--- src/rtl/accelerator_config_pkg.sv ---
// ---------------------------------------------------------------------------
// accelerator_config_pkg
// Shared sizing constants for the accelerator datapath blocks.
//   TILE_WIDTH : bits carried by one tile on a tile bus
//   DATA_WIDTH : bits per element inside a tile
// ---------------------------------------------------------------------------
package accelerator_config_pkg;
  localparam int TILE_WIDTH = 32;
  localparam int DATA_WIDTH = 8;
endpackage

--- src/rtl/store_v.sv ---
// ---------------------------------------------------------------------------
// store_v
// Streams tiles from a producer out to memory one element per cycle.
// A start pulse latches a base element address and an element count; the
// block then repeatedly accepts a tile (E = TILE_WIDTH/DATA_WIDTH elements),
// buffers it, and writes its elements to consecutive addresses until the
// count is exhausted. A partial final tile writes only the remaining
// elements. valid_out pulses for one cycle when the transfer completes.
//
// Ports
//   clk         in   rising-edge clock
//   rst         in   synchronous active-high reset
//   valid_in    in   start pulse, sampled only while idle
//   dram_addr   in   [23:0] base element address, sampled with valid_in
//   length      in   [9:0]  element count, sampled with valid_in
//   tile_in     in   [DATA_WIDTH-1:0] x [0:E-1] tile elements
//   tile_valid  in   producer presents a tile
//   tile_ready  out  block accepts a tile this cycle
//   mem_we      out  memory write enable
//   mem_addr    out  [23:0] memory write address
//   mem_din     out  [DATA_WIDTH-1:0] memory write data
//   busy        out  high whenever a transfer is in progress
//   valid_out   out  one-cycle completion pulse
// ---------------------------------------------------------------------------
module store_v #(
  parameter int TILE_WIDTH = accelerator_config_pkg::TILE_WIDTH,
  parameter int DATA_WIDTH = accelerator_config_pkg::DATA_WIDTH
) (
  input  logic                  clk,
  input  logic                  rst,
  input  logic                  valid_in,
  input  logic [23:0]           dram_addr,
  input  logic [9:0]            length,
  input  logic [DATA_WIDTH-1:0] tile_in [0:TILE_WIDTH/DATA_WIDTH-1],
  input  logic                  tile_valid,
  output logic                  tile_ready,
  output logic                  mem_we,
  output logic [23:0]           mem_addr,
  output logic [DATA_WIDTH-1:0] mem_din,
  output logic                  busy,
  output logic                  valid_out
);

  localparam int E     = TILE_WIDTH / DATA_WIDTH;
  localparam int IDX_W = $clog2(E);

  localparam logic [1:0] S_IDLE      = 2'd0;
  localparam logic [1:0] S_WAIT_TILE = 2'd1;
  localparam logic [1:0] S_WRITING   = 2'd2;
  localparam logic [1:0] S_DONE      = 2'd3;

  logic [1:0]            state_q, state_d;
  logic [23:0]           addr_q,  addr_d;
  logic [9:0]            rem_q,   rem_d;
  logic [IDX_W-1:0]      idx_q,   idx_d;
  logic [DATA_WIDTH-1:0] buf_q [0:E-1];
  logic [DATA_WIDTH-1:0] buf_d [0:E-1];

  // Outputs decode straight from registered state so they carry no input paths.
  assign busy       = (state_q != S_IDLE);
  assign tile_ready = (state_q == S_WAIT_TILE);
  assign mem_we     = (state_q == S_WRITING);
  assign valid_out  = (state_q == S_DONE);
  assign mem_addr   = addr_q;
  assign mem_din    = buf_q[idx_q];

  // Next-state and datapath update for the transfer sequencer.
  always_comb begin
    state_d = state_q;
    addr_d  = addr_q;
    rem_d   = rem_q;
    idx_d   = idx_q;
    buf_d   = buf_q;
    case (state_q)
      S_IDLE: begin
        if (valid_in) begin
          addr_d  = dram_addr;
          rem_d   = length;
          state_d = (length != 10'd0) ? S_WAIT_TILE : S_DONE;
        end else begin
          state_d = S_IDLE;
        end
      end
      S_WAIT_TILE: begin
        if (tile_valid) begin
          // Snapshot the whole tile so later tile_in changes cannot leak in.
          for (int i = 0; i < E; i++) begin
            buf_d[i] = tile_in[i];
          end
          idx_d   = {IDX_W{1'b0}};
          state_d = S_WRITING;
        end else begin
          state_d = S_WAIT_TILE;
        end
      end
      S_WRITING: begin
        // 24-bit add wraps naturally at the top of the address space.
        addr_d = addr_q + 24'd1;
        rem_d  = rem_q - 10'd1;
        idx_d  = idx_q + IDX_W'(1);
        // Remaining count has priority so a partial tile stops early.
        if (rem_q == 10'd1) begin
          state_d = S_DONE;
        end else if (idx_q == IDX_W'(E - 1)) begin
          state_d = S_WAIT_TILE;
        end else begin
          state_d = S_WRITING;
        end
      end
      S_DONE: begin
        state_d = S_IDLE;
      end
      default: begin
        state_d = S_IDLE;
      end
    endcase
  end

  // State and datapath registers with synchronous reset.
  always_ff @(posedge clk) begin
    if (rst) begin
      state_q <= S_IDLE;
      addr_q  <= 24'd0;
      rem_q   <= 10'd0;
      idx_q   <= {IDX_W{1'b0}};
      for (int i = 0; i < E; i++) begin
        buf_q[i] <= {DATA_WIDTH{1'b0}};
      end
    end else begin
      state_q <= state_d;
      addr_q  <= addr_d;
      rem_q   <= rem_d;
      idx_q   <= idx_d;
      for (int i = 0; i < E; i++) begin
        buf_q[i] <= buf_d[i];
      end
    end
  end

endmodule

--- config.mk ---
export PLATFORM = sky130hd
export DESIGN_NAME = store_v
export DESIGN_NICKNAME = d
export VERILOG_FILES = /design/src/rtl/accelerator_config_pkg.sv /design/src/rtl/store_v.sv
export SDC_FILE = /design/constraint.sdc
export NUM_CORES = 1
export LEC_CHECK = 0
export ABC_AREA = 1
export BUFFER_PORTS_ARGS = -buffer_cell sky130_fd_sc_hd__buf_2
export CORE_ASPECT_RATIO = 1.5
export CORE_MARGIN = 4
export CORE_UTILIZATION = 45
export DETAILED_ROUTE_END_ITERATION = 10
export PLACE_DENSITY = 0.7
export SLEW_MARGIN = 20
export SYNTH_ARGS = -nofsm -noshare
export SYNTH_HDL_FRONTEND = slang
export SYNTH_SLANG_ARGS = --single-unit
export TNS_END_PERCENT = 10
--- constraint.sdc ---
create_clock -name clk -period 3.6 [get_ports clk]
set_clock_uncertainty 0.1 [all_clocks]
set_input_delay 0 -clock clk [delete_from_list [all_inputs] [get_ports clk]]
set_output_delay 0 -clock clk [all_outputs]
set_load 0.01 [all_outputs]
==> results.ini <==
[setup_path]
crit_chain = nor2_2 -> nand2_4 -> inv_2 -> nor2_4 -> inv_1 -> o21ai_0 -> a31oi_1
startpoint_type = flip-flop
slowest_stage = nor2_4
r2r_cells = 7
worst_ep_required_time_ns = 3.70
cpPeakStageDelay_ns = 0.54
endpoint_kind = flip-flop
cp.buffers_inverters = 2
r2r-end = mem_addr[1]
crit_family = simple AND/OR/NAND/NOR gates
reg2reg_from = state_q[1]
path_depth = 7
critPathArrivalTime_ns = 2.40
path_class = reg -> reg
cp_max_fo = 28
reg2reg_slack_ns = 1.31

[synth]
yosysUniqueCellTypes = 32
async_flop_share_pct = 0
yosysTopAreaCell = dfxtp_1
synth_edf_count = 0
synth.avg_cell_area_um2 = 6.40
netlist_instances = 607
synth_area_um2 = 3890
syn_nets = 681
synth_ff_type = dfxtp_1
yosys-top-cells-area = dfxtp_1 36%, nand2_1 16%, nand3_1 8.4%
ys_warn_count = 0
yosysSeqAreaShare_pct = 36.0
synth_top_area_share_pct = 36.0
ys_ff_latch = 70

[pwr]
switching_share_pct = 27.7
irDropWorstVdd_mv = 0.273
p_sw_uw = 595
power.share.combinational_pct = 18.8
pwr-share-clk_pct = 40.3
power.leakage_nw = 2.31
p_seq_share_pct = 40.9
powerDensity_nw_per_um2 = 400
p_int_mw = 1.56

[sta]
rsz0062_at_grt = no
drv_slew = 0
finalCritPeriodShare_pct = 63.7
final.min_clock_period_ns = 2.29
setup_viol = 0
worst_slew_pin_slew_ns = 0.643
tns_ns = 0
max_freq_mhz = 436
hold_violations = 0
slew_headroom_pct = 57.1

[layout]
mostFrequentLayoutCells = 162 x nand2_1, 105 x buf_2, 78 x nor2_1, 70 x dfxtp_1, 67 x dlygate4sd3_1
seq_area_um2 = 1400
fin_nets = 837
multiInputGateArea_um2 = 2150
diodes = 0
fill_cells = 775
postLayoutCellArea_um2 = 5380
drive_gt1_share_pct = 17.7
area_growth_pct = 38.4
final_common_cell = nand2_1

[global_routing]
grt_antenna_before_repair = 0
grt_pass1_vias = 4501
grt_util_all_layers_pct = 24.6
grt_start_max_net_pins = 58
grt_pass1_wl_um = 20600
grt-ovfl-total = 0

[route]
ant_nets = 0
via_per_inst = 5.21
wl_per_cell_um = 14.2
vias = 4550
wirelength_um = 12400
drt_iter0_drc = 284
drc = 0
drtPass1Iterations = 5

[flow_run]
maxCapViolCount = 0

[worst_hold_path]
min_from = valid_in
hold_end = rem_q[6]
whs_path_depth = 4
hold_path_class = in -> reg

[cts]
clock-sinks = 70
h-tree-depth = 3
clk_latency_ns = 0.33
clockBufferDepth = 2
cts_inserted_buffers = 9
cts.reportedPaths.clkPinSlew_ns = 0.06
cts_tree = built
clockRootBuffer = clkbuf_16

[floorplanning]
core-area_um2 = 8410
start_util_pct = 46.2
row_count = 41
dieArea_um2 = 10200
die_w_um = 83.9
die_h_um = 122
ios = 106

[place]
place_area_um2 = 4420
numPortBuffers = 105
place_hpwl_um = 8020
place_congestion = 0.846

[outcome]
outcome = finished clean

cells in the mapped netlist, types with 2 or more instances:
library cell    n
o22ai_1         9
inv_1          49
nor2_1         78
nand3b_1        3
nand2_4         4
nor3_1          6
nand4_1         3
buf_2          13
nand2_1       163
nor2_4          4
a31oi_1         8
buf_6           2
nand3_1        65
clkbuf_1       14
ha_1            4
o211ai_1        4
dfxtp_1        70
nand3_2         2
o221ai_1        2
o21ai_0        35
nor2_2          4
a21oi_1        55
flip-flops by register name, summed over array words and instances (netlist names):
| name | flops |
|---|---|
| state_q | 2 |
| buf_q | 32 |
| idx_q | 2 |
| mem_addr | 24 |
| rem_q | 10 |
worst max path at each step:
| stage | from | end | slack, ns |
|---|---|---|---|
| 3_5_place_dp | state_q[1] | mem_addr[1] | 1.33 |
| 3_3_place_gp | state_q[1] | mem_addr[1] | 1.35 |
| 5_1_grt | state_q[1] | mem_addr[1] | 1.08 |
| 6_report | state_q[1] | mem_addr[1] | 1.31 |
| 4_1_cts | state_q[1] | mem_addr[4] | 1.31 |
| 2_1_floorplan | mem_addr[1] | mem_addr[16] | 1.93 |
power by group through the flow:
stage	clock network, mW	logic [mW]	registers [mW]
6_report	0.866	0.404	0.880
5_1_grt	0.910	0.451	0.889
4_1_cts	0.879	0.399	0.879
3_5_place_dp	0	0.343	0.895
3_3_place_gp	0	0.337	0.894
2_1_floorplan	0	0.224	0.891
worst min-delay path: cells and delay by family:
kind | cells | cell delay (ns)
compound gates | 2 | 0.19
simple gates | 1 | 0.13
buf+inv | 1 | 0.10
final cells by class:
class | instances | area share [%]
well taps | 107 | 2.49
repair buffers | 174 | 22.5
flip-flops and latches | 70 | 26.1
clock inverters | 1 | 0.558
clock buffers | 14 | 4.72
inverters | 51 | 3.61
multi-input cells | 457 | 40.1
metal layers:
metal / global-route usage (%) / routed length [um] / vias up
met5: 0 / 0 / -
met4: 9.66 / 233 / 0
met3: 5.68 / 872 / 25
met2: 44.5 / 6370 / 177
met1: 27.7 / 4910 / 2052
li1: - / - / 2296
through the flow:
step	util, %	total power, mW	std cells	setup slack [ns]	hold slack, ns
global route	63.9	2.25	874	1.08	0.0726
global placement	52.6	1.23	792	1.35	0.175
floorplan	-	1.11	607	1.93	0.0483
detailed placement	52.6	1.24	792	1.33	0.180
finish	63.9	2.15	874	1.31	0.0486
CTS	63.9	2.16	874	1.31	0.0403
cell families (layout without fill, tap and decap cells):
logic type      Yosys count  after routing  synth area share, %
simple gates            333            333                 37.1
compound gates          118            118                 16.5
buf+inv                  80            240                 8.59
flops                    70             70                 36.0
fa+ha+maj                 4              4                 1.29
xor+xnor                  2              2                0.451
timing repair:
item | CTS | global route
hold buffers | 67 | 0
setup buffers | 0 | 0
hold endpoints to repair | 67 | 0
gates resized for setup | 0 | 0
Note: power is estimated with default switching activity, not from simulation.
